`src/rtl/csi_vc_if.sv`:
```
// CSI-2 stream interface: per-virtual-channel frame measurement, framing-error
// status, test-pattern substitution and a two-entry skid buffer on the output.
module csi_vc_if #(
   parameter int DATA_W    = 16,
   parameter int DEST_W    = 4,
   parameter int KEEP_W    = 4,
   parameter int NUM_VC    = 2,
   parameter int GRID_LOG2 = 6
) (
   input  logic              clk,
   input  logic              rst,
   input  logic              ibus_cs,
   input  logic              ibus_wr,
   input  logic [7:0]        ibus_addr,
   input  logic [31:0]       ibus_wrdata,
   output logic [31:0]       ibus_rddata,
   output logic              vrst_n,
   input  logic              tvalid_in,
   output logic              tready_in,
   input  logic              tuser_in,
   input  logic              tlast_in,
   input  logic [DATA_W-1:0] tdata_in,
   input  logic [DEST_W-1:0] tdest_in,
   input  logic [KEEP_W-1:0] tkeep_in,
   output logic              tvalid_out,
   input  logic              tready_out,
   output logic              tuser_out,
   output logic              tlast_out,
   output logic [DATA_W-1:0] tdata_out,
   output logic [DEST_W-1:0] tdest_out,
   output logic [KEEP_W-1:0] tkeep_out
);

   localparam int NB = DATA_W / 8;

   logic       ctrl_en;
   logic [2:0] status;
   logic [1:0] vc_sel;
   logic [3:0] ptn_sel;

   logic [15:0] col       [NUM_VC];
   logic [15:0] col_r     [NUM_VC];
   logic [15:0] row       [NUM_VC];
   logic [15:0] row_r     [NUM_VC];
   logic [31:0] frm_len   [NUM_VC];
   logic [31:0] frm_len_r [NUM_VC];
   logic [31:0] frm_cnt   [NUM_VC];

   logic              skid_valid;
   logic              skid_user;
   logic              skid_last;
   logic [DATA_W-1:0] skid_data;
   logic [DEST_W-1:0] skid_dest;
   logic [KEEP_W-1:0] skid_keep;

   logic [5:0]  word;
   logic        bus_we;
   logic        acc;
   logic        in_vc;
   logic [15:0] cur_col;
   logic [15:0] cur_col_r;
   logic [15:0] cur_row;
   logic [31:0] cur_cnt;
   logic [2:0]  status_set;
   logic [2:0]  w1c;
   logic [7:0]  ptn_y;
   logic        use_ptn;
   logic [DATA_W-1:0] in_data;
   logic [31:0] sel_size;
   logic [31:0] sel_len;
   logic [31:0] sel_cnt;
   logic        unused_bits;

   assign word        = ibus_addr[7:2];
   assign bus_we      = ibus_cs & ibus_wr;
   assign tready_in   = ~skid_valid & ~rst;
   assign acc         = tvalid_in & tready_in;
   assign vrst_n      = ctrl_en;
   assign unused_bits = ^{ibus_addr[1:0], ibus_wrdata[31:4]};

   // Pre-update counters of the channel addressed by the incoming beat.
   always_comb begin
      in_vc     = 1'b0;
      cur_col   = '0;
      cur_col_r = '0;
      cur_row   = '0;
      cur_cnt   = '0;
      for (int i = 0; i < NUM_VC; i++) begin
         if (tdest_in == DEST_W'(i)) begin
            in_vc     = 1'b1;
            cur_col   = col[i];
            cur_col_r = col_r[i];
            cur_row   = row[i];
            cur_cnt   = frm_cnt[i];
         end
      end
   end

   always_comb begin
      status_set = 3'b000;
      if (ctrl_en && acc) begin
         status_set[0] = in_vc & tlast_in & (cur_col_r != 16'd0) & (cur_row != 16'd0)
                         & ((cur_col + 16'd1) != cur_col_r);
         status_set[1] = in_vc & tuser_in & (cur_col != 16'd0);
         status_set[2] = ~in_vc;
      end
      w1c = (bus_we && word == 6'd1) ? ibus_wrdata[2:0] : 3'b000;
   end

   always_comb begin
      ptn_y   = 8'h00;
      use_ptn = 1'b0;
      if (in_vc) begin
         case (ptn_sel)
            4'd1: begin ptn_y = cur_col[7:0]; use_ptn = 1'b1; end
            4'd2: begin ptn_y = cur_row[7:0]; use_ptn = 1'b1; end
            4'd3: begin ptn_y = cur_cnt[7:0]; use_ptn = 1'b1; end
            4'd4: begin
               ptn_y   = (cur_col[GRID_LOG2] ^ cur_row[GRID_LOG2]) ? 8'h00 : 8'hFF;
               use_ptn = 1'b1;
            end
            default: ;
         endcase
      end
      in_data = use_ptn ? {ptn_y, {(NB-1){8'h80}}} : tdata_in;
   end

   always_ff @(posedge clk) begin
      if (rst) begin
         ctrl_en <= 1'b0;
         status  <= 3'b000;
         vc_sel  <= 2'b00;
         ptn_sel <= 4'h0;
      end else begin
         if (bus_we && word == 6'd0) ctrl_en <= ibus_wrdata[0];
         if (bus_we && word == 6'd2) vc_sel  <= ibus_wrdata[1:0];
         if (bus_we && word == 6'd3) ptn_sel <= ibus_wrdata[3:0];
         status <= (status & ~w1c) | status_set;
      end
   end

   // A disabled interface keeps every measurement at zero.
   always_ff @(posedge clk) begin
      for (int i = 0; i < NUM_VC; i++) begin
         if (rst || !ctrl_en) begin
            col[i]       <= '0;
            col_r[i]     <= '0;
            row[i]       <= '0;
            row_r[i]     <= '0;
            frm_len[i]   <= '0;
            frm_len_r[i] <= '0;
            frm_cnt[i]   <= '0;
         end else begin
            if (frm_len[i] != 32'hFFFF_FFFF) frm_len[i] <= frm_len[i] + 32'd1;
            if (acc && tdest_in == DEST_W'(i)) begin
               if (tlast_in) begin
                  col[i]   <= '0;
                  col_r[i] <= col[i] + 16'd1;
               end else begin
                  col[i] <= col[i] + 16'd1;
               end
               if (tuser_in) begin
                  row_r[i]     <= row[i];
                  row[i]       <= tlast_in ? 16'd1 : 16'd0;
                  frm_len_r[i] <= frm_len[i];
                  frm_len[i]   <= '0;
                  frm_cnt[i]   <= frm_cnt[i] + 32'd1;
               end else if (tlast_in) begin
                  row[i] <= row[i] + 16'd1;
               end
            end
         end
      end
   end

   // Skid entry drains first so beat order is kept; tready_in already blocks new beats then.
   always_ff @(posedge clk) begin
      if (rst) begin
         tvalid_out <= 1'b0;
         tuser_out  <= 1'b0;
         tlast_out  <= 1'b0;
         tdata_out  <= '0;
         tdest_out  <= '0;
         tkeep_out  <= '0;
         skid_valid <= 1'b0;
         skid_user  <= 1'b0;
         skid_last  <= 1'b0;
         skid_data  <= '0;
         skid_dest  <= '0;
         skid_keep  <= '0;
      end else if (tready_out || !tvalid_out) begin
         if (skid_valid) begin
            tvalid_out <= 1'b1;
            tuser_out  <= skid_user;
            tlast_out  <= skid_last;
            tdata_out  <= skid_data;
            tdest_out  <= skid_dest;
            tkeep_out  <= skid_keep;
            skid_valid <= 1'b0;
         end else if (acc) begin
            tvalid_out <= 1'b1;
            tuser_out  <= tuser_in;
            tlast_out  <= tlast_in;
            tdata_out  <= in_data;
            tdest_out  <= tdest_in;
            tkeep_out  <= tkeep_in;
         end else begin
            tvalid_out <= 1'b0;
         end
      end else if (acc) begin
         skid_valid <= 1'b1;
         skid_user  <= tuser_in;
         skid_last  <= tlast_in;
         skid_data  <= in_data;
         skid_dest  <= tdest_in;
         skid_keep  <= tkeep_in;
      end
   end

   always_comb begin
      sel_size = '0;
      sel_len  = '0;
      sel_cnt  = '0;
      for (int i = 0; i < NUM_VC; i++) begin
         if (vc_sel == 2'(i)) begin
            sel_size = {row_r[i], col_r[i]};
            sel_len  = frm_len_r[i];
            sel_cnt  = frm_cnt[i];
         end
      end
      ibus_rddata = '0;
      if (ibus_cs) begin
         case (word)
            6'd0:    ibus_rddata = {31'd0, ctrl_en};
            6'd1:    ibus_rddata = {29'd0, status};
            6'd2:    ibus_rddata = {30'd0, vc_sel};
            6'd3:    ibus_rddata = {28'd0, ptn_sel};
            6'd4:    ibus_rddata = sel_size;
            6'd5:    ibus_rddata = sel_len;
            6'd6:    ibus_rddata = sel_cnt;
            default: ibus_rddata = '0;
         endcase
      end
   end

endmodule

```
`config.mk`:
```
export PLATFORM = sky130hd
export DESIGN_NAME = csi_vc_if
export DESIGN_NICKNAME = d
export VERILOG_FILES = /design/src/rtl/csi_vc_if.sv
export SDC_FILE = /design/constraint.sdc
export NUM_CORES = 1
export LEC_CHECK = 0
export CORE_AREA = 2 2 197 199
export DETAILED_ROUTE_END_ITERATION = 16
export DIE_AREA = 0 0 199 201
export PLACE_DENSITY = 0.74
export SLEW_MARGIN = 20
export SYNTH_ARGS = -nofsm -noshare
export SYNTH_HDL_FRONTEND = slang
export SYNTH_SLANG_ARGS = --single-unit
```
`constraint.sdc`:
```
create_clock -name clk -period 6.15 [get_ports clk]
set_input_delay 1.23 -clock clk [delete_from_list [all_inputs] [get_ports clk]]
set_output_delay 1.23 -clock clk [all_outputs]
set_load 0.005 [all_outputs]
```
==> flow_summary_export.csv <==
group,metric,value,unit
placed_design,io_buffers,102,
logic_synthesis,synth_area,0.0206,mm^2
global_routing,grt_usage,27.0,%
sta,fin_crit_sh,87.7,%
global_routing,antenna_found_initial,0,
placed_design,dp_slack,0.772,ns
global_routing,grt_pass1_vias,15400,
final_layout,fillers,3166,
logic_synthesis,synth_warnings,0,
drt,dr.pass1.iters,6,
die,die_width,199,um
logic_synthesis,async_flop_share,0,%
sta,worst_pin_slew,1.17,ns
setup_path,crit_buf_inv,3,
global_routing,grt_pass1_wl,84500,um
status,outcome,"complete, no violations",
sta,rsz0062_at_grt,"false",
final_layout,drive_above_1_share,5.65,%
cts,path_clk_slew,0.05,ns
setup_path,critPathTopFamily,"buffers and inverters",
sta,fin_setup_tns,0,ns
pwr,max-vdd-ir-drop,0.000239,V
drt,drt-total-wl,54200,um
cts,tritoncts,"yes",
logic_synthesis,synth_cells,2091,
drt,drcViolationCount,0,
sta,clock.fmax,185,MHz
cts,clock_sinks,384,
cts,clockBufferDepth,3,
die,rows,72,
setup_path,cp-end-kind,"output pin",
sta,worst_slack,0.756,ns
setup_path,worstPathArrival,4.16,ns
logic_synthesis,yosysSeqAreaShare,52.8,%
sta,hold_viol,0,
placed_design,routabilityCongestion,0.910,
final_layout,multi_input_area,0.00916,mm^2
logic_synthesis,yosys-top-cells-area,"edfxtp_1 (47%), dfxtp_1 (6.2%), nor2_1 (6.0%)",
pwr,clockPowerShare,44.6,%
logic_synthesis,syn_avg_cell_area,9.86,um^2
setup_path,worst-path-max-fanout,57,
cts,cts_resized,0,
sta,slew_headroom,21.5,%
setup_path,critPathMaxStageDelay,0.59,ns
cts,hold_buffers,0,
die,coreArea,0.0381,mm^2
final_layout,n_antenna_cell,0,
setup_path,crit_chain,"clkdlybuf4s50_1, nor3_1, nand2_1, nor3_2, buf_12, a21oi_1, nand2_1, nand2_1, a31oi_1, clkdlybuf4s50_1",
drt,ant_nets,0,
logic_synthesis,synth.largest_area_cell,"edfxtp_1",
pwr,p_sw,1.13,mW
global_routing,grt_max_degree,83,
pwr,netSwitchingFraction,21.0,%
logic_synthesis,post-synth-top-count-cell,"nor2_1",
sta,fin_crit,5.39,ns
global_routing,grt_overflow,0,
drt,vias,16100,
logic_synthesis,synth-edff-count,320,
cts,cts_setup_buffers,0,
final_layout,ff_latch_area,0.0109,mm^2
pwr,combinationalPowerShare,3.2,%
cts,clk_latency,0.56,ns
setup_path,crit_slowest_cell,"clkdlybuf4s50_1",
logic_synthesis,ys_types,70,
setup_path,crit_required,4.92,ns
pwr,internal-power,4.25,mW
pwr,p_per_area,232,mW/mm^2
setup_path,crit_type,"input port to output pin",
logic_synthesis,yosys.area.top_type_share,46.6,%
sta,setup-violations-final,0,
final_layout,area_growth,12.8,%
logic_synthesis,synth_commonest_cells,"nor2_1 (332), edfxtp_1 (320), nand2_1 (238)",
setup_path,path_common_cell,"nand2_1",
sta,final_max_slew_viol_count,0,
setup_path,cp-start-kind,"input port",
die,start_util,54.1,%
cts,clockRootBuffer,"clkbuf_16",
drt,drtIter0Drc,1561,
drt,vias_per_cell,6.02,
pwr,p_leak,8.07,nW
cts,numCtsBuffers,43,
logic_synthesis,ys_ff_latch,384,
logic_synthesis,synth_nets,2173,
flow_run,timing.max_cap.violations,0,
logic_synthesis,synth_ff_type,"edfxtp_1",
sta,fin_skew,0.0197,ns
die,dieArea,0.0400,mm^2
die,pin_count,133,
final_layout,final_nets,2212,
die,die_y,201,um
pwr,power,5.38,mW
pwr,pwr-share-seq,52.2,%
worst_hold_path,hold_class,"flop to flop",
placed_design,hpwl,37000,um
drt,wl_per_cell,20.2,um
cts,htreeDepth,2,
## metrics by stage
step	instances	hold slack [ns]	util (%)	area, um^2
floorplan	2091	0.436	-	20600
global placement	2603	0.438	57.6	21900
detailed placement	2603	0.447	57.6	22000
CTS	2678	0.455	61.0	23300
global route	2678	0.472	61.0	23300
finish	2678	0.453	61.0	23300
## power groups by stage
stage,clock (mW),combinational (mW),sequential (mW)
3_3_place_gp,0,0.168,2.86
2_1_floorplan,0,0.0913,2.86
3_5_place_dp,0,0.170,2.87
5_1_grt,2.53,0.187,2.81
6_report,2.40,0.172,2.81
4_1_cts,2.44,0.171,2.81
## sequential cells by signal, indices dropped and copies added (netlist names), 2 cells and up
name,cells
tdata_out,16
skid_dest,4
col_r,32
status,3
tkeep_out,4
skid_data,16
col,32
row_r,32
frm_len,64
frm_len_r,64
row,32
ptn_sel,4
frm_cnt,64
skid_keep,4
vc_sel,2
tdest_out,4
## layout make-up
cell class | instances | share of cell area [%]
repair buffers | 119 | 5.07
multi-input cells | 1558 | 39.4
flip-flops and latches | 384 | 46.8
well taps | 518 | 2.79
clock buffers | 59 | 5.06
inverters | 24 | 0.393
clock inverters | 16 | 0.484
## layer usage
metal / part of all wire (%) / vias up / track usage, %
met2: 48 / 681 / 44.1
met4: 3.3 / 0 / 9.54
li1: - / 7539 / -
met5: 0 / - / 0
met1: 41 / 7813 / 36.5
met3: 7.5 / 97 / 4.20
## cells in the final DEF (no fill, tap or decap), types with 13 or more instances in the layout
cell type,count
a211oi_1,16
a21oi_1,107
a22oi_1,56
a31oi_1,17
and2_1,54
and3_1,79
buf_4,15
clkbuf_1,13
clkbuf_16,44
clkdlybuf4s50_1,100
dfxtp_1,62
edfxtp_1,320
inv_1,22
mux2i_1,50
nand2_1,236
nand2b_1,18
nand3_1,99
nand4_1,36
nor2_1,329
nor3_1,46
nor4_1,20
o21a_1,13
o21ai_0,44
or3_1,20
xnor2_1,74
xor2_1,119
## kinds of logic (layout without fill, tap and decap cells)
group	Yosys count	after routing	share of synthesized area (%)
AO/OA/AOI/OAI	304	304	9.46
XOR/XNOR	194	194	8.28
adder cells (fa/ha/maj)	10	10	0.607
buffers and inverters	149	218	3.03
flip-flops	384	384	52.8
multiplexers	59	59	2.97
AND/OR/NAND/NOR	991	991	22.8
## worst paths after layout
path                                           startpoint                           to  slack, ns  cells after the start
worst min register to register  skid_dest[2]$_SDFFE_PP0P_    skid_dest[2]$_SDFFE_PP0P_       0.45                      2
worst max register to register    skid_valid$_SDFFE_PP0P_  frm_len[0][4]$_SDFFCE_PP0P_       2.35                      7
worst max-delay path                         ibus_addr[5]               ibus_rddata[7]       0.76                     10
worst min-delay path            skid_dest[2]$_SDFFE_PP0P_    skid_dest[2]$_SDFFE_PP0P_       0.45                      2
## tightest hold or removal path, delay by kind of cell, from the launching register on
family | cells | cell delay (ns)
AND/OR/NAND/NOR | 1 | 0.05
AO/OA/AOI/OAI | 1 | 0.05
flip-flops | 1 | 0.30
Power figures use the tool's default switching activity.
